## config.mk

```make
export PLATFORM = sky130hd
export DESIGN_NAME = vga_capture
export DESIGN_NICKNAME = d
export VERILOG_FILES = /design/src/rtl/vga_pkg.sv /design/src/rtl/vga_timing_meas.sv /design/src/rtl/vga_capture.sv
export SDC_FILE = /design/constraint.sdc
export NUM_CORES = 1
export LEC_CHECK = 0
export BUFFER_PORTS_ARGS = -buffer_cell sky130_fd_sc_hd__buf_2
export CAP_MARGIN = 10
export CORE_AREA = 2 2 117 119
export CTS_CLUSTER_SIZE = 30
export DETAILED_ROUTE_END_ITERATION = 7
export DIE_AREA = 0 0 119 121
export GPL_ROUTABILITY_DRIVEN = 0
export GPL_TIMING_DRIVEN = 0
export PLACE_DENSITY_LB_ADDON = 0.3
export SETUP_SLACK_MARGIN = 0.4
export SYNTH_ARGS = -nofsm -noshare
export SYNTH_HDL_FRONTEND = slang
export SYNTH_HIERARCHICAL = 1
export SYNTH_SLANG_ARGS = --single-unit
export TNS_END_PERCENT = 10
```

## constraint.sdc

```tcl
create_clock -name iVGA_CLK -period 7.01 [get_ports iVGA_CLK]
set_clock_uncertainty 0.2 [all_clocks]
set_input_delay 1.402 -clock iVGA_CLK [delete_from_list [all_inputs] [get_ports iVGA_CLK]]
set_output_delay 1.402 -clock iVGA_CLK [all_outputs]
set_load 0.005 [all_outputs]
```

## src/rtl/vga_pkg.sv

```systemverilog
// rtl/vga_pkg.sv - shared types, widths and helpers for the VGA capture block
//
// Purpose : capture FSM state type, measurement counter width, frame-buffer
//           address width and a saturating increment helper.
// Ports   : none (package).
// Config  : VGA_CAPTURE_MEASURE_EN (see vga_capture.sv) uses CNT_W for the
//           extra measurement outputs.

package vga_pkg;

  localparam int CNT_W   = 11;  // width/height/h-total counters
  localparam int ADDR_W  = 19;  // frame-buffer write address
  localparam int PIX_W   = 12;  // {B,G,R} 4 bits each
  localparam int MATCH_W = 8;   // consecutive matching frames

  localparam logic [CNT_W-1:0] CNT_MAX = {CNT_W{1'b1}};

  typedef enum logic [1:0] {
    ST_SEARCH  = 2'd0,
    ST_MEASURE = 2'd1,
    ST_LOCKED  = 2'd2
  } state_t;

  // Counters stick at all-ones rather than wrapping, so an absurdly long
  // line or frame can never alias back onto the expected geometry.
  function automatic logic [CNT_W-1:0] sat_inc(input logic [CNT_W-1:0] v);
    return (v == CNT_MAX) ? v : v + CNT_W'(1);
  endfunction

endpackage

```

## src/rtl/vga_timing_meas.sv

```systemverilog
// rtl/vga_timing_meas.sv - sync edge detection and active-area measurement
//
// Purpose : detects frame start (VS fall) and line start (HS fall) from the
//           already-registered sync inputs, and measures per frame the
//           active width of the most recent line and the number of lines
//           holding at least one active pixel. Counters saturate at 2047.
// Ports   : i_clk, i_rst          clock, async active-high reset
//           i_hs, i_vs, i_de      input-stage HS/VS (active-low), data enable
//           o_frame_start         combinational VS-fall strobe
//           o_width, o_height     measurements of the frame in progress
//           o_htotal              clocks between line starts
//                                 (only with VGA_CAPTURE_MEASURE_EN)

module vga_timing_meas
  import vga_pkg::*;
(
  input  logic             i_clk,
  input  logic             i_rst,
  input  logic             i_hs,
  input  logic             i_vs,
  input  logic             i_de,
  output logic             o_frame_start,
  output logic [CNT_W-1:0] o_width,
  output logic [CNT_W-1:0] o_height
`ifdef VGA_CAPTURE_MEASURE_EN
  ,
  output logic [CNT_W-1:0] o_htotal
`endif
);

  logic             r_hs_d;
  logic             r_vs_d;
  logic [CNT_W-1:0] r_pix_cnt;
  logic [CNT_W-1:0] r_width;
  logic [CNT_W-1:0] r_height;
  logic             w_line_start;
  logic [CNT_W-1:0] w_pix_base;

  // Previous values reset low, so a sync already low when reset releases
  // cannot fake an edge; a fall is only seen after a high has been observed.
  assign o_frame_start = r_vs_d & ~i_vs;
  assign w_line_start  = r_hs_d & ~i_hs;
  // A pixel arriving together with the line start is the first of its line.
  assign w_pix_base    = w_line_start ? '0 : r_pix_cnt;

  assign o_width  = r_width;
  assign o_height = r_height;

  always_ff @(posedge i_clk or posedge i_rst) begin
    if (i_rst) begin
      r_hs_d    <= 1'b0;
      r_vs_d    <= 1'b0;
      r_pix_cnt <= '0;
      r_width   <= '0;
      r_height  <= '0;
    end else begin
      r_hs_d <= i_hs;
      r_vs_d <= i_vs;
      if (o_frame_start) begin
        r_pix_cnt <= '0;
        r_width   <= '0;
        r_height  <= '0;
      end else if (i_de) begin
        r_pix_cnt <= sat_inc(w_pix_base);
        // Tracking every pixel leaves the line's final count in place once
        // its last active pixel has passed.
        r_width   <= sat_inc(w_pix_base);
        if (w_pix_base == '0) begin
          r_height <= sat_inc(r_height);
        end
      end else if (w_line_start) begin
        r_pix_cnt <= '0;
      end
    end
  end

`ifdef VGA_CAPTURE_MEASURE_EN
  logic [CNT_W-1:0] r_clk_cnt;
  logic [CNT_W-1:0] r_htotal;

  // r_clk_cnt holds (period - 1) when the next line start arrives.
  always_ff @(posedge i_clk or posedge i_rst) begin
    if (i_rst) begin
      r_clk_cnt <= '0;
      r_htotal  <= '0;
    end else if (w_line_start) begin
      r_clk_cnt <= '0;
      r_htotal  <= sat_inc(r_clk_cnt);
    end else begin
      r_clk_cnt <= sat_inc(r_clk_cnt);
    end
  end

  assign o_htotal = r_htotal;
`endif

endmodule

```

## src/rtl/vga_capture.sv

```systemverilog
// rtl/vga_capture.sv - VGA stream capture into a frame buffer with timing lock
//
// Purpose : registers the VGA pins, measures frame geometry, locks after
//           LOCK_FRAMES consecutive frames of H_ACTIVE x V_ACTIVE, and while
//           locked writes each active pixel to a linear frame-buffer address.
// Ports   : iVGA_CLK, iRST        pixel clock, async active-high reset
//           iHS, iVS              syncs, active-low
//           iBLANK_n              data enable, high = active pixel
//           iVGA_R/G/B            4-bit colour
//           oWR_EN/ADDR/DATA      frame-buffer write, {B,G,R} data, 2 cycles
//                                 after the pins
//           oLOCK                 high while locked
//           oFRAME_START          one-cycle pulse per detected frame
//           oOVF                  write past frame-buffer end, held per frame
//           oH_ACTIVE/oV_ACTIVE/oH_TOTAL  measured geometry, updated at each
//                                 frame start (only with VGA_CAPTURE_MEASURE_EN)

module vga_capture
  import vga_pkg::*;
#(
  parameter int H_ACTIVE    = 640,
  parameter int V_ACTIVE    = 480,
  parameter int LOCK_FRAMES = 2
) (
  input  logic              iVGA_CLK,
  input  logic              iRST,
  input  logic              iHS,
  input  logic              iVS,
  input  logic              iBLANK_n,
  input  logic [3:0]        iVGA_R,
  input  logic [3:0]        iVGA_G,
  input  logic [3:0]        iVGA_B,
  output logic              oWR_EN,
  output logic [ADDR_W-1:0] oWR_ADDR,
  output logic [PIX_W-1:0]  oWR_DATA,
  output logic              oLOCK,
  output logic              oFRAME_START,
  output logic              oOVF
`ifdef VGA_CAPTURE_MEASURE_EN
  ,
  output logic [CNT_W-1:0]  oH_ACTIVE,
  output logic [CNT_W-1:0]  oV_ACTIVE,
  output logic [CNT_W-1:0]  oH_TOTAL
`endif
);

  localparam logic [ADDR_W-1:0]  FB_SIZE = ADDR_W'(H_ACTIVE * V_ACTIVE);
  localparam logic [CNT_W-1:0]   H_EXP   = CNT_W'(H_ACTIVE);
  localparam logic [CNT_W-1:0]   V_EXP   = CNT_W'(V_ACTIVE);
  localparam logic [MATCH_W-1:0] LOCK_N  = MATCH_W'(LOCK_FRAMES);

  // Input stage
  logic             r_hs;
  logic             r_vs;
  logic             r_de;
  logic [PIX_W-1:0] r_rgb;

  always_ff @(posedge iVGA_CLK or posedge iRST) begin
    if (iRST) begin
      r_hs  <= 1'b0;
      r_vs  <= 1'b0;
      r_de  <= 1'b0;
      r_rgb <= '0;
    end else begin
      r_hs  <= iHS;
      r_vs  <= iVS;
      r_de  <= iBLANK_n;
      r_rgb <= {iVGA_B, iVGA_G, iVGA_R};
    end
  end

  logic             w_frame_start;
  logic [CNT_W-1:0] w_width;
  logic [CNT_W-1:0] w_height;
`ifdef VGA_CAPTURE_MEASURE_EN
  logic [CNT_W-1:0] w_htotal;
`endif

  vga_timing_meas u_meas (
    .i_clk         (iVGA_CLK),
    .i_rst         (iRST),
    .i_hs          (r_hs),
    .i_vs          (r_vs),
    .i_de          (r_de),
    .o_frame_start (w_frame_start),
    .o_width       (w_width),
    .o_height      (w_height)
`ifdef VGA_CAPTURE_MEASURE_EN
    ,
    .o_htotal      (w_htotal)
`endif
  );

  // Lock FSM: decisions are only taken at frame start, on the geometry of
  // the frame that has just ended.
  state_t             r_state;
  state_t             w_state_next;
  logic [MATCH_W-1:0] r_match;
  logic [MATCH_W-1:0] w_match_next;
  logic               w_geom_ok;

  assign w_geom_ok = (w_width == H_EXP) && (w_height == V_EXP);

  always_ff @(posedge iVGA_CLK or posedge iRST) begin
    if (iRST) begin
      r_state <= ST_SEARCH;
      r_match <= '0;
    end else begin
      r_state <= w_state_next;
      r_match <= w_match_next;
    end
  end

  always_comb begin
    w_state_next = r_state;
    w_match_next = r_match;
    if (w_frame_start) begin
      unique case (r_state)
        ST_SEARCH: begin
          // The frame before the first detected start is partial; no compare.
          w_state_next = ST_MEASURE;
        end
        ST_MEASURE: begin
          if (w_geom_ok) begin
            w_match_next = r_match + MATCH_W'(1);
            if (w_match_next >= LOCK_N) begin
              w_state_next = ST_LOCKED;
            end
          end else begin
            w_match_next = '0;
          end
        end
        ST_LOCKED: begin
          if (!w_geom_ok) begin
            w_state_next = ST_SEARCH;
            w_match_next = '0;
          end
        end
        default: begin
          w_state_next = ST_SEARCH;
          w_match_next = '0;
        end
      endcase
    end
  end

  // Write path: address counts written pixels of the current frame.
  logic [ADDR_W-1:0] r_addr;
  logic              r_wr_en;
  logic [ADDR_W-1:0] r_wr_addr;
  logic [PIX_W-1:0]  r_wr_data;
  logic              r_frame_start;
  logic              r_ovf;
  logic              w_locked;
  logic              w_in_range;
  logic              w_wr;

  assign w_locked   = (r_state == ST_LOCKED);
  assign w_in_range = (r_addr < FB_SIZE);
  // Frame start wins over a coincident active pixel, which is dropped.
  assign w_wr       = w_locked & r_de & ~w_frame_start & w_in_range;

  always_ff @(posedge iVGA_CLK or posedge iRST) begin
    if (iRST) begin
      r_addr        <= '0;
      r_wr_en       <= 1'b0;
      r_wr_addr     <= '0;
      r_wr_data     <= '0;
      r_frame_start <= 1'b0;
      r_ovf         <= 1'b0;
    end else begin
      r_frame_start <= w_frame_start;
      r_wr_en       <= w_wr;
      if (w_wr) begin
        r_wr_addr <= r_addr;
        r_wr_data <= r_rgb;
      end
      if (w_frame_start) begin
        r_addr <= '0;
        r_ovf  <= 1'b0;
      end else begin
        if (w_wr) begin
          r_addr <= r_addr + ADDR_W'(1);
        end
        if (w_locked && r_de && !w_in_range) begin
          r_ovf <= 1'b1;
        end
      end
    end
  end

  assign oWR_EN       = r_wr_en;
  assign oWR_ADDR     = r_wr_addr;
  assign oWR_DATA     = r_wr_data;
  assign oFRAME_START = r_frame_start;
  assign oOVF         = r_ovf;
  assign oLOCK        = w_locked;

`ifdef VGA_CAPTURE_MEASURE_EN
  logic [CNT_W-1:0] r_h_active;
  logic [CNT_W-1:0] r_v_active;
  logic [CNT_W-1:0] r_h_total;

  always_ff @(posedge iVGA_CLK or posedge iRST) begin
    if (iRST) begin
      r_h_active <= '0;
      r_v_active <= '0;
      r_h_total  <= '0;
    end else if (w_frame_start) begin
      r_h_active <= w_width;
      r_v_active <= w_height;
      r_h_total  <= w_htotal;
    end
  end

  assign oH_ACTIVE = r_h_active;
  assign oV_ACTIVE = r_v_active;
  assign oH_TOTAL  = r_h_total;
`endif

endmodule

```

After elaboration in Yosys (flattened, before gate mapping)
Cells that the tools add are included.
{ "word_totals": {"out_inout_bits": 35, "ff_bits": 113, "wordCells": 76} }
{ "classes": {"n_mux": 21, "eq_ne": 10, "addsub": 4, "reduce_logical": 13, "n_lt_le_gt_ge": 2, "bitwise_logic": 9} }
{ "op_table": {"columns": ["operator", "count"], "rows": [
  ["11-bit 2-to-1 mux", 10],
  ["19-bit 2-to-1 mux", 2],
  ["8-bit one-hot mux with 3 select lines", 1],
  ["11-bit by 1-bit adder with 11-bit output, second input constant", 2],
  ["11-bit equality test, second input constant", 2],
  ["19-bit by 1-bit adder with 19-bit output, second input constant", 1],
  ["19-bit less-than comparator, second input constant", 1],
  ["8-bit 2-to-1 mux", 2],
  ["11-bit by 10-bit equality test with 1-bit output, second input constant", 1],
  ["11-bit by 9-bit equality test with 1-bit output, second input constant", 1],
  ["11-bit zero test", 1],
  ["8-bit by 1-bit adder with 8-bit output, second input constant", 1],
  ["8-bit by 2-bit >= comparator with 1-bit output, second input constant", 1],
  ["2-bit inequality test, second input constant", 4],
  ["2-bit nonzero test", 4],
  ["2-bit 2-to-1 mux", 3],
  ["2-bit one-hot mux with 3 select lines", 1],
  ["3-bit AND reduction", 2],
  ["1-bit bitwise AND", 5],
  ["1-bit inverter", 4],
  ["4-bit AND reduction", 1],
  ["1-bit logical AND", 3],
  ["2-bit by 1-bit equality test with 1-bit output, second input constant", 1],
  ["2-bit equality test, second input constant", 1],
  ["3 further kinds", 4]
]} }

Longest topological paths before layout
Gate-level depths: netlist (run 1).
{ "logic_depth": {"word_depth": 7, "depth_mapped": 11, "mapped_depth_nobuf": 9} }

Hierarchy
Netlist (run 1), hierarchy kept.
{ "by_module_without_submodules": {"columns": ["module", "cells_per_inst", "seq_area_each_um2", "area_per_inst_um2", "instances"], "rows": [
  ["vga_capture", 333, 1951.9, 3294.4, 1],
  ["vga_timing_meas", 213, 875.8, 1898.1, 1]
]} }

Worst setup path before layout (run 1)
OpenSTA, ideal clock, no wires.
{ "synth_timing": {"kind": "register to register", "from": "reg r_vs", "to": "reg r_wr_addr[10] (netlist: oWR_ADDR[10])", "slack_ps": 4470, "setup_ps": 134, "stages_incl_launch_ff": 10, "required_ps": 6676, "path_buffers": 4, "arrival_time_ps": 2207, "synth_period_minus_slack_ps": 2540, "cell_sequence": "dfrtp_1 -> nand2b_1 -> inv_1 -> clkbuf_1 -> buf_2 -> and4bb_1 -> o211ai_1 -> clkbuf_1 -> clkbuf_1 -> o21ai_0"} }
{ "synth_via": {"elab_chain_len": 5} }
{ "synth_rtl": {"columns": ["item", "line_no", "rtl"], "rows": [
  ["start: declaration", "vga_capture.sv:54", "logic r_vs;"],
  ["start signal: assignment", "vga_capture.sv:66", "r_vs <= iVS;"],
  ["1-bit inverter", "vga_timing_meas.sv:41", "assign o_frame_start = r_vs_d & ~i_vs;"],
  ["1-bit bitwise AND", "vga_timing_meas.sv:41", null],
  ["named net w_frame_start", "vga_capture.sv:72", "logic w_frame_start;"],
  ["1-bit inverter", "vga_capture.sv:161", "assign w_wr = w_locked & r_de & ~w_frame_start & w_in_range;"],
  ["1-bit bitwise AND (2 in series)", "vga_capture.sv:161", null],
  ["end signal: assignment", "vga_capture.sv:175", "r_wr_addr <= r_addr;"],
  ["end: declaration", "vga_capture.sv:150", "logic [ADDR_W-1:0] r_wr_addr;"]
]} }
The timed path passes the listed nets, and every way through them passes these cells.
A chain may end at the register's enable or synchronous reset.

Worst setup path in the final report (run 1)
{ "layout_timing": {"from": "reg r_vs", "to": "reg r_wr_data[1] (netlist: oWR_DATA[1])"} }
{ "layout_via": {"elab_chain_len": 5} }
{ "layout_rtl": {"columns": ["item", "line_no", "rtl"], "rows": [
  ["1-bit inverter", "vga_timing_meas.sv:41", null],
  ["1-bit bitwise AND", "vga_timing_meas.sv:41", null],
  ["named net w_frame_start", "vga_capture.sv:72", null],
  ["1-bit inverter", "vga_capture.sv:161", null],
  ["1-bit bitwise AND (2 in series)", "vga_capture.sv:161", null],
  ["end signal: assignment", "vga_capture.sv:176", "r_wr_data <= r_rgb;"],
  ["end: declaration", "vga_capture.sv:151", "logic [PIX_W-1:0] r_wr_data;"]
]} }
The timed path passes the listed nets, and every way through them passes these cells.

==> metrics.md, run 1 <==
| Metric | Value |
|---|---|
| First-pass GRT wire length | `19.1 mm` |
| CTS Buf Count | `17` |
| Hold Crit Class | `reg2reg` |
| Number of remaining DRC errors | `0` |
| Ant. Diodes | `0` |
| Post-synth top area cell | `dfrtp_1` |
| Worst VDD drop | `0.191 mV` |
| Crit. End Element | `flop` |
| Warnings from Yosys | `6` |
| Setup repair bufs after CTS | `0` |
| GRT Util Overall | `between 10% and 20%` |
| Num rows | `42` |
| Root buffer cell | `clkbuf_16` |
| Port bufs | `between 50 and 60` |
| DRT Pass-1 Iters | `4` |
| Avg Cell Area, Syn | `9.51 um2` |
| Core area | `about 13000 um2` |
| Skew-Pair Late Insertion Delay | `0.42 ns` |
| Max frequency | `around 310 MHz` |
| Post-layout min period | `roughly 3.2 ns` |
| CTS sink count | `about 110` |
| Sequential area share after synthesis | `a little over half` |
| Switching Share | `between 20% and 30%` |
| Kind of critical path | `reg2reg` |
| Largest cells by area after synthesis | `dfrtp_1 54%, nand2_1 10%, xnor2_1 3.7%` |
| Max Cap Viol | `0` |
| Final Hold Viols | `0` |
| Slew Viols, Final | `0` |
| Worst Setup Start Kind | `flop` |
| Hold path startpoint | `r_vs$_DFF_PP0_` |
| CP arrival | `3.39 ns` |
| Worst Tran Pin Value | `0.865 ns` |
| Syn_nets | `569` |
| Power Density | `around 270 nW/um2` |
| Post-synth top area share | `a little over half` |
| Leak | `between 0.003 and 0.004 uW` |
| Status | `completed` |
| RSZ-0062 raised after global routing | `false` |
| Net Sw Power | `358 uW` |
| Setup Slack @ Placement | `approximately 3.7 ns` |
| Post-synth EDFFs | `0` |
| Post-route ant nets | `0` |
| Synthesized area | `5190 um2` |
| Worst-path clk slew | `approximately 0.05 ns` |
| Layout cells sized above 1 | `roughly 16%` |
| Ports | `52` |
| Total gr overflow | `0` |
| Die width | `around 120 um` |
| # setup viols final | `0` |
| Netlist cell types | `55` |
| Die Ht | `121 um` |
| DIE AREA | `between 10000 and 15000 um2` |
| Total Routed Length | `11.1 mm` |
| Number of H-tree levels | `4` |
| Initial antenna violation count | `0` |
| Fin nets | `around 640` |
| Drt wl/cell | `13.7 um` |
| Post-synth ARST share | `100%` |
| Reg-to-reg startpoint | `r_vs$_DFF_PP0_` |
| Iteration-0 DRC Markers | `between 200 and 300` |
| Crit path max fanout | `11` |
| Final critical-path setup slack | `around 3.8 ns` |
| Vias in the first global route | `4054` |
| Area grow syn2layout | `22.9%` |
| Pin count of the biggest net entering global routing | `50` |
| Dpl hpwl | `7.78 mm` |
| P_int | `around 1400 uW` |
| Slew headroom | `between 40% and 50%` |
| Vias per cell | `approximately 5.1` |
| Starting Density | `~40%` |
| Req. time, crit path | `between 7 and 8 ns` |
| Crit path from | `r_vs$_DFF_PP0_` |
| Final Hold Slack | `between 0.15 and 0.2 ns` |
| Sequential fraction of design power | `between 30% and 40%` |
| Clk pwr share | `a little under three fifths` |
| Final TNS setup | `0 ns` |
| CTS resizes | `0` |
| Comb pwr share | `roughly 5.2%` |
| Ys flop type | `dfrtp_1` |
| Yosys reg bits | `roughly 110` |
| Synth Instances | `between 500 and 600` |
| CTS tree | `done` |
| Vias | `between 4000 and 5000` |
| Max clock buf depth | `2` |
| Final Cycle Share | `~46%` |
| Cts hold-fix bufs | `0` |
state kept, by name (all words and copies together), names as in the netlist, 2 cells and up:
signal            flops
oWR_ADDR             19
r_addr               19
oWR_DATA             12
r_rgb                12
u_meas/o_height      11
u_meas/o_width       11
u_meas/r_pix_cnt     11
r_match               8
r_state               2
path summary, 6_finish.rpt:
path,end,slack [ns],cells after the start
min in group asynchronous,r_vs$_DFF_PP0_,0.79,2
setup reg to reg,oWR_DATA[1]$_DFFE_PP0P_,3.77,10
hold reg to reg,u_meas/r_vs_d$_DFF_PP0_,0.18,0
setup / recovery,oWR_DATA[1]$_DFFE_PP0P_,3.77,10
hold / removal,u_meas/r_vs_d$_DFF_PP0_,0.18,0
max in group asynchronous,u_meas/o_width[8]$_DFFE_PP0P_,5.11,3
cell type report:
class                      count  area, um2
fill                        1232       6700
sequential                   113       2830
multi-input combinational    393       2210
clock buffer                  20        447
timing repair buffer          53        310
tap                          176        220
clock inverter                11        210
buffer                        26        106
inverter                      14       55.1
power groups by stage:
| stage | sequential, uW | clock, uW | combinational, uW |
|---|---|---|---|
| 6_report | 688 | 956 | 89.8 |
| 5_1_grt | 691 | 1000 | 103 |
| 3_5_place_dp | 699 | 0 | 90.5 |
| 4_1_cts | 688 | 971 | 91.4 |
| 2_1_floorplan | 694 | 0 | 64.2 |
| 3_3_place_gp | 698 | 0 | 84.6 |
layout by cell type, fill, tap and decap left out, drive strengths merged, types with 6 or more instances in the layout:
master	synthesis	routed
xnor2	22	22
or3	9	9
buf	10	63
and3	9	9
nor2	40	40
o21ai	26	26
a21oi	16	16
inv	14	14
xor2	12	12
o211ai	10	10
clkbuf	16	36
nand3	18	18
nor3	14	14
nand4	11	11
ha	6	6
nor4	6	6
nand2	142	142
dfrtp	113	113
bufinv	0	6
kinds of logic (layout without fill, tap and decap cells):
| logic type | after synthesis | in the layout | share of synthesized area [%] |
|---|---|---|---|
| buf+inv | 40 | 124 | 3.06 |
| simple gates | 276 | 276 | 25.2 |
| fa+ha+maj | 6 | 6 | 1.45 |
| mux | 3 | 3 | 0.578 |
| xor+xnor | 34 | 34 | 5.73 |
| compound gates | 74 | 74 | 9.57 |
| flops | 113 | 113 | 54.5 |
routing by layer:
metal  up-vias  track usage, %  share of wire, %
met1      1990            20.6                45
met3        20            4.51               4.1
met4         0            8.33               2.5
met5         -               0                 0
li1       2006               -                 -
met2        88            27.3                48
cells in the mapped netlist (3+ instances only):
library cell	n
nor3_1	13
inv_1	13
or3_1	9
a21oi_1	16
buf_2	4
dfrtp_1	113
xnor2_1	22
nand2_1	142
ha_1	6
buf_1	5
nor4_1	5
mux2i_1	3
nand3b_1	4
xor2_1	12
clkbuf_1	16
nand4_1	10
or4_1	3
and3_1	9
o21ai_0	23
nor2b_1	3
a31oi_1	3
nand2b_1	3
and2_1	4
nand3_1	18
o211ai_1	10
nor2_1	40
critical path, stage by stage (launching register included):
cell      delay, ns
dfrtp_1        0.37
nand2b_1       0.24
inv_1          0.17
clkbuf_1       0.44
buf_2          0.32
and4bb_1       0.28
o211ai_1       0.16
clkbuf_1       0.39
buf_1          0.42
nand2_1        0.11
nand2_1        0.08
metrics by stage:
stage | total power [uW] | std cells | utilization, % | instance area [um2]
finish | 1730 | 806 | 48.8 | 6380
global route | 1800 | 806 | 48.8 | 6380
CTS | 1750 | 806 | 48.8 | 6380
detailed placement | 790 | 775 | 43.8 | 5730
global placement | 783 | 773 | 43.3 | 5670
floorplan | 759 | 546 | - | 5190
Power figures use the tool's default switching activity.
==> inputs of run 2 (changes only) <==
- clock period: 7.01 -> 3.05 ns (I/O delays scaled with it)
==> metrics.md, run 2 (synthesis gave the netlist of run 1 again) <==
| Metric | Value |
|---|---|
| Die width | `roughly 120 um` |
| Ports | `52` |
| Drt wl/cell | `~14 um` |
| Iteration-0 DRC Markers | `between 200 and 300` |
| Vias | `between 4000 and 5000` |
| Starting Density | `between 30% and 40%` |
| Number of H-tree levels | `4` |
| Root buffer cell | `clkbuf_16` |
| # setup viols final | `0` |
| Slew Viols, Final | `0` |
| Req. time, crit path | `around 3.2 ns` |
| Core area | `between 10000 and 15000 um2` |
| Net Sw Power | `~800 uW` |
| Leak | `slightly above 0.003 uW` |
| Worst Setup Start Kind | `flop` |
| Skew-Pair Late Insertion Delay | `around 0.4 ns` |
| Max clock buf depth | `2` |
| Total gr overflow | `0` |
| Worst VDD drop | `roughly 0.38 mV` |
| Number of remaining DRC errors | `0` |
| Switching Share | `22.2%` |
| Hold Crit Class | `in2reg` |
| CP arrival | `2.70 ns` |
| Ant. Diodes | `0` |
| CTS Buf Count | `17` |
| Filler cell count | `approximately 1200` |
| Total Routed Length | `11.1 mm` |
| Crit path max fanout | `11` |
| Port bufs | `~50` |
| Dpl hpwl | `7.77 mm` |
| Vias per cell | `about 5.1` |
| Power Density | `around 570 nW/um2` |
| Worst-path clk slew | `around 0.050 ns` |
| Slew headroom | `22.2%` |
| Area grow syn2layout | `22.7%` |
| Final Cycle Share | `between 80% and 90%` |
| FF/Latch Area | `2830 um2` |
| Commonest non-fill, non-tap cell in the layout | `nand2_1` |
| Final Hold Viols | `0` |
| GRT Util Overall | `16.7%` |
| Vias in the first global route | `approximately 4200` |
| Comb pwr share | `around 6.2%` |
| First-pass GRT wire length | `19.4 mm` |
| Kind of critical path | `reg2reg` |
| CTS sink count | `~110` |
| Max frequency | `slightly below 400 MHz` |
| Total power | `between 3000 and 4000 uW` |
| Multi-input combinational cell area | `2240 um2` |
| DIE AREA | `approximately 14000 um2` |
| Post-route ant nets | `0` |
| Most frequent cells in the layout | `142 x nand2_1, 113 x dfrtp_1, 58 x buf_2` |
| Clk pwr share | `49.9%` |
| Final Hold Slack | `between 0.1 and 0.15 ns` |
| Crit. End Element | `flop` |
| Initial antenna violation count | `0` |
| P_int | `~2800 uW` |
| Status | `completed` |
| Sequential fraction of design power | `a little over two fifths` |
| CTS tree | `done` |
| Worst Tran Pin Value | `~1.2 ns` |
| Fin nets | `around 650` |
| Layout cells sized above 1 | `between 10% and 20%` |
| Post-layout min period | `~2.6 ns` |
| Num rows | `42` |
| DRT Pass-1 Iters | `4` |
| Max Cap Viol | `0` |
| RSZ-0062 raised after global routing | `true` |
| Pin count of the biggest net entering global routing | `around 40` |
| Die Ht | `about 120 um` |
run 2: cell count changes in the layout (fill, tap and decap cells not counted), sizes merged:
cell / before / now
bufinv: 6 / 2
buf: 63 / 67
clkinv: 3 / 6
dlygate4sd3: 0 / 1
clkinvlp: 2 / 1
inv: 14 / 13
clkbuf: 36 / 39
run 2: cell type report:
| type | instances | share of cell area, % |
|---|---|---|
| clock inverter | 8 | 1.41 |
| multi-input combinational | 393 | 35.1 |
| timing repair buffer | 59 | 5.70 |
| buffer | 26 | 2.04 |
| inverter | 14 | 0.884 |
| clock buffer | 22 | 6.97 |
| sequential | 113 | 44.4 |
| tap | 176 | 3.46 |
run 2: critical path: stages, from the launching register on:
cell and delay, ns:
dfrtp_1 0.36, nand2b_4 0.16, inv_2 0.06, clkbuf_8 0.17
buf_4 0.17, and4bb_2 0.33, o211ai_1 0.14, inv_2 0.11
nand4_1 0.23, or3_1 0.41, a21oi_1 0.14
run 2: power by group through the flow:
stage                     registers, uW  clock network (uW)  logic (uW)
after floorplan                    1600                   0         148
after global placement             1600                   0         197
after detailed placement           1610                   0         212
after CTS                          1580                1840         217
after global routing               1590                1910         254
final                              1580                1800         222
run 2: timing repair:
action	4_1_cts	5_1_grt
hold endpoints to repair	2	0
resized for setup	11	12
pin swaps	2	4
endpoints found under the setup margin	51	50
setup buffers	2	2
hold buffers	1	0
run 2: metal layers:
metal	track usage, %	wire [um]	up-vias
met5	0	0	-
met4	6.85	153	0
met3	4.84	503	13
met2	28.7	5580	91
met1	19.7	4880	2040
li1	-	-	2026
run 2: final timing paths:
path / from / endpoint / slack [ns] / cells after the start
max in group asynchronous: iRST / u_meas/r_pix_cnt[7]$_DFF_PP0_ / 1.43 / 4
max reg2reg: r_vs$_DFF_PP0_ / r_addr[15]$_DFFE_PP0P_ / 0.48 / 10
min reg2reg: r_vs$_DFF_PP0_ / u_meas/r_vs_d$_DFF_PP0_ / 0.20 / 0
max: r_vs$_DFF_PP0_ / r_addr[15]$_DFFE_PP0P_ / 0.48 / 10
min: iVS / r_vs$_DFF_PP0_ / 0.11 / 1
min in group asynchronous: iRST / oFRAME_START$_DFF_PP0_ / 0.43 / 3
run 2: metrics by stage:
step / std cells / setup TNS (ns) / setup WS (ns) / area, um2 / utilization, %
after floorplan: 546 / 0 / 0.510 / 5200 / -
after global placement: 773 / -6.20 / -0.253 / 5670 / 43.3
after detailed placement: 776 / -7.11 / -0.288 / 5740 / 43.9
after CTS: 809 / 0 / 0.391 / 6320 / 48.3
after global routing: 811 / 0 / 0.309 / 6370 / 48.7
final: 811 / 0 / 0.481 / 6370 / 48.7
==> inputs of run 3 (changes only) <==
- ABC_AREA: not set -> 1
- CORE_AREA: 2 2 117 119 -> 2 2 122 124
- DIE_AREA: 0 0 119 121 -> 0 0 124 126
- clock period: 3.05 -> 2.1 ns (I/O delays scaled with it)
==> metrics.md, run 3 <==
| Metric | Value |
|---|---|
| Final Cycle Share | `95.2%` |
| Max Cap Viol | `0` |
| Final critical-path setup slack | `approximately 0.1 ns` |
| Starting Density | `39.4%` |
| Kind of critical path | `reg2reg` |
| Post-synth top cells | `195 x nand2_1, 113 x dfrtp_1, 95 x nor2_1, 76 x inv_1, 53 x nand3_1` |
| Post-synth ARST share | `100%` |
| Synth Instances | `between 700 and 800` |
| Netlist cell types | `34` |
| Port bufs | `51` |
| Yosys reg bits | `113` |
| Global routing's busiest layer | `met2` |
| Largest cells by area after synthesis | `dfrtp_1 50%, nand2_1 13%, nor2_1 6.3%` |
| Pin count of the biggest net entering global routing | `36` |
| Die width | `around 120 um` |
| CP arrival | `between 2 and 2.5 ns` |
| Drt wl/cell | `13.9 um` |
| Reg2Reg Setup Slack | `between 0.1 and 0.15 ns` |
| Max incr delay on CP | `0.41 ns` |
| Worst Tran Pin Value | `0.762 ns` |
| Number of remaining DRC errors | `0` |
| Vias per cell | `roughly 4.9` |
| Total Routed Length | `14.2 mm` |
| Power Density | `approximately 750 nW/um2` |
| Slew headroom | `roughly half` |
| Iteration-0 DRC Markers | `between 300 and 400` |
| Vias | `between 4000 and 5000` |
| CTS tree | `done` |
| Die Ht | `roughly 130 um` |
| Crit path max fanout | `8` |
| Avg Cell Area, Syn | `around 8.0 um2` |
| Total gr overflow | `0` |
| Met1 Track Usage GR | `between 20 and 25%` |
| Synthesized area | `between 5000 and 6000 um2` |
| Syn_nets | `between 700 and 800` |
| Leak | `0.00370 uW` |
| Final Hold Viols | `0` |
| Post-synth EDFFs | `0` |
| Max clock buf depth | `2` |
| Num rows | `44` |
| Crit path cell chain | `inv_1 -> nor2_4 -> ha_4 -> nand2_4 -> nor2_4 -> nand3_4 -> nand2_2 -> nand3_2 -> nand2_2 -> nor2_1` |
| Crit-path slowest cell | `dfrtp_1` |
| Crit. End Element | `flop` |
| Worst VDD drop | `about 0.75 mV` |
| Sequential area share after synthesis | `around 50%` |
| DRT Pass-1 Iters | `4` |
| Most frequent cells in the layout | `186 x nand2_1, 105 x dfrtp_1, 79 x nor2_1` |
| Max frequency | `500 MHz` |
| Grt met3 use | `under 10%` |
| RSZ-0062 raised after global routing | `true` |
| Ant. Diodes | `0` |
| GRT Util Overall | `about a fifth` |
| Utilization after layout | `52.7%` |
| First-pass GRT wire length | `~24 mm` |
| Vias in the first global route | `4899` |
| Slew Viols, Final | `0` |
| Dpl hpwl | `9.09 mm` |
| M2 GR Usage | `roughly a third` |
| Commonest non-fill, non-tap cell in the layout | `nand2_1` |
| Post-layout min period | `around 2.0 ns` |
| CTS Buf Count | `17` |
| Setup Slack @ Placement | `-0.685 ns` |
| DIE AREA | `~16000 um2` |
| Ys flop type | `dfrtp_1` |
| Status | `completed` |
| Placed instance count | `943` |
| Post-synth top area share | `between 50% and 60%` |
| Worst-path clk slew | `0.06 ns` |
| Fin nets | `848` |
| Post-synth top area cell | `dfrtp_1` |
| Total power | `roughly 5700 uW` |
| CTS sink count | `about 110` |
| Worst Setup Start Kind | `flop` |
| Hold Crit Class | `reg2reg` |
| Non-filler instance count after layout | `between 1000 and 1500` |
| Req. time, crit path | `2.21 ns` |
| Skew-Pair Late Insertion Delay | `between 0.4 and 0.5 ns` |
| Core area | `14300 um2` |
| Warnings from Yosys | `6` |
| Initial antenna violation count | `1` |
| # setup viols final | `0` |
| Number of H-tree levels | `4` |
| Ports | `52` |
| Layout cells sized above 1 | `25.5%` |
| Top-count cell post-synth | `nand2_1` |
| Root buffer cell | `clkbuf_16` |
| Area grow syn2layout | `33.8%` |
| Post-route ant nets | `0` |
## run 3: metrics by stage
step                hold WS [ns]  setup TNS, ns  instance area, um2
global route               0.245              0                7550
finish                     0.240              0                7550
CTS                        0.243              0                7350
floorplan                  0.154              0                5650
detailed placement         0.175         -39.30                6170
global placement           0.172         -40.69                6130
## run 3: path summary, 6_finish.rpt
path | startpoint | endpoint | cells after the start
worst max-delay path | u_meas/r_pix_cnt[1]$_DFF_PP0_ | u_meas/o_width[0]$_DFFE_PP0P_ | 10
worst min-delay path | r_rgb[4]$_DFF_PP0_ | oWR_DATA[4]$_DFFE_PP0P_ | 2
worst max register to register | u_meas/r_pix_cnt[1]$_DFF_PP0_ | u_meas/o_width[0]$_DFFE_PP0P_ | 10
worst min register to register | r_rgb[4]$_DFF_PP0_ | oWR_DATA[4]$_DFFE_PP0P_ | 2
max in group asynchronous | iRST | u_meas/o_height[2]$_DFFE_PP0P_ | 3
min in group asynchronous | iRST | r_hs$_DFF_PP0_ | 3
## run 3: critical path: cells and delay by family (launching register included)
family / cells / cell delay, ns
AND/OR/NAND/NOR: 8 / 1.00
adder cells (fa/ha/maj): 1 / 0.18
buffers and inverters: 1 / 0.10
flip-flops: 1 / 0.41
## run 3: where the power goes
group | internal, uW | leakage [uW] | switching [uW]
Combinational | 227 | 0.00194 | 354
Sequential | 2260 | 0.00149 | 68.6
Clock | 1650 | 0.000273 | 1120
## run 3: layer usage
metal  wire length [um]  part of all wire, %
met5                 31                 0.22
met3                539                  3.8
met2               7140                   50
met4                311                  2.2
met1               6200                   44
## run 3: area by class of cell
cell class | count | area [um2]
fillers | 1304 | 6760
flip-flops and latches | 113 | 2840
multi-input cells | 494 | 2610
repair buffers | 99 | 796
clock buffers | 17 | 425
inverters | 80 | 319
well taps | 184 | 230
plain buffers | 20 | 184
clock inverters | 15 | 148
## run 3: cell families (layout without fill, tap and decap cells)
group	after synthesis	count (layout)	synth area share, %
buf+inv	100	231	7.72
xor+xnor	20	20	3.10
flops	113	113	50.1
compound gates	60	60	5.63
simple gates	407	408	32.1
fa+ha+maj	6	6	1.33
## run 3: repair_timing
item	in CTS	in global routing
setup buffers	18	7
pin swaps	13	27
hold buffers	16	0
gates resized for setup	51	51
endpoints found under the setup margin	97	95
hold endpoints to repair	73	0
gates cloned	5	1
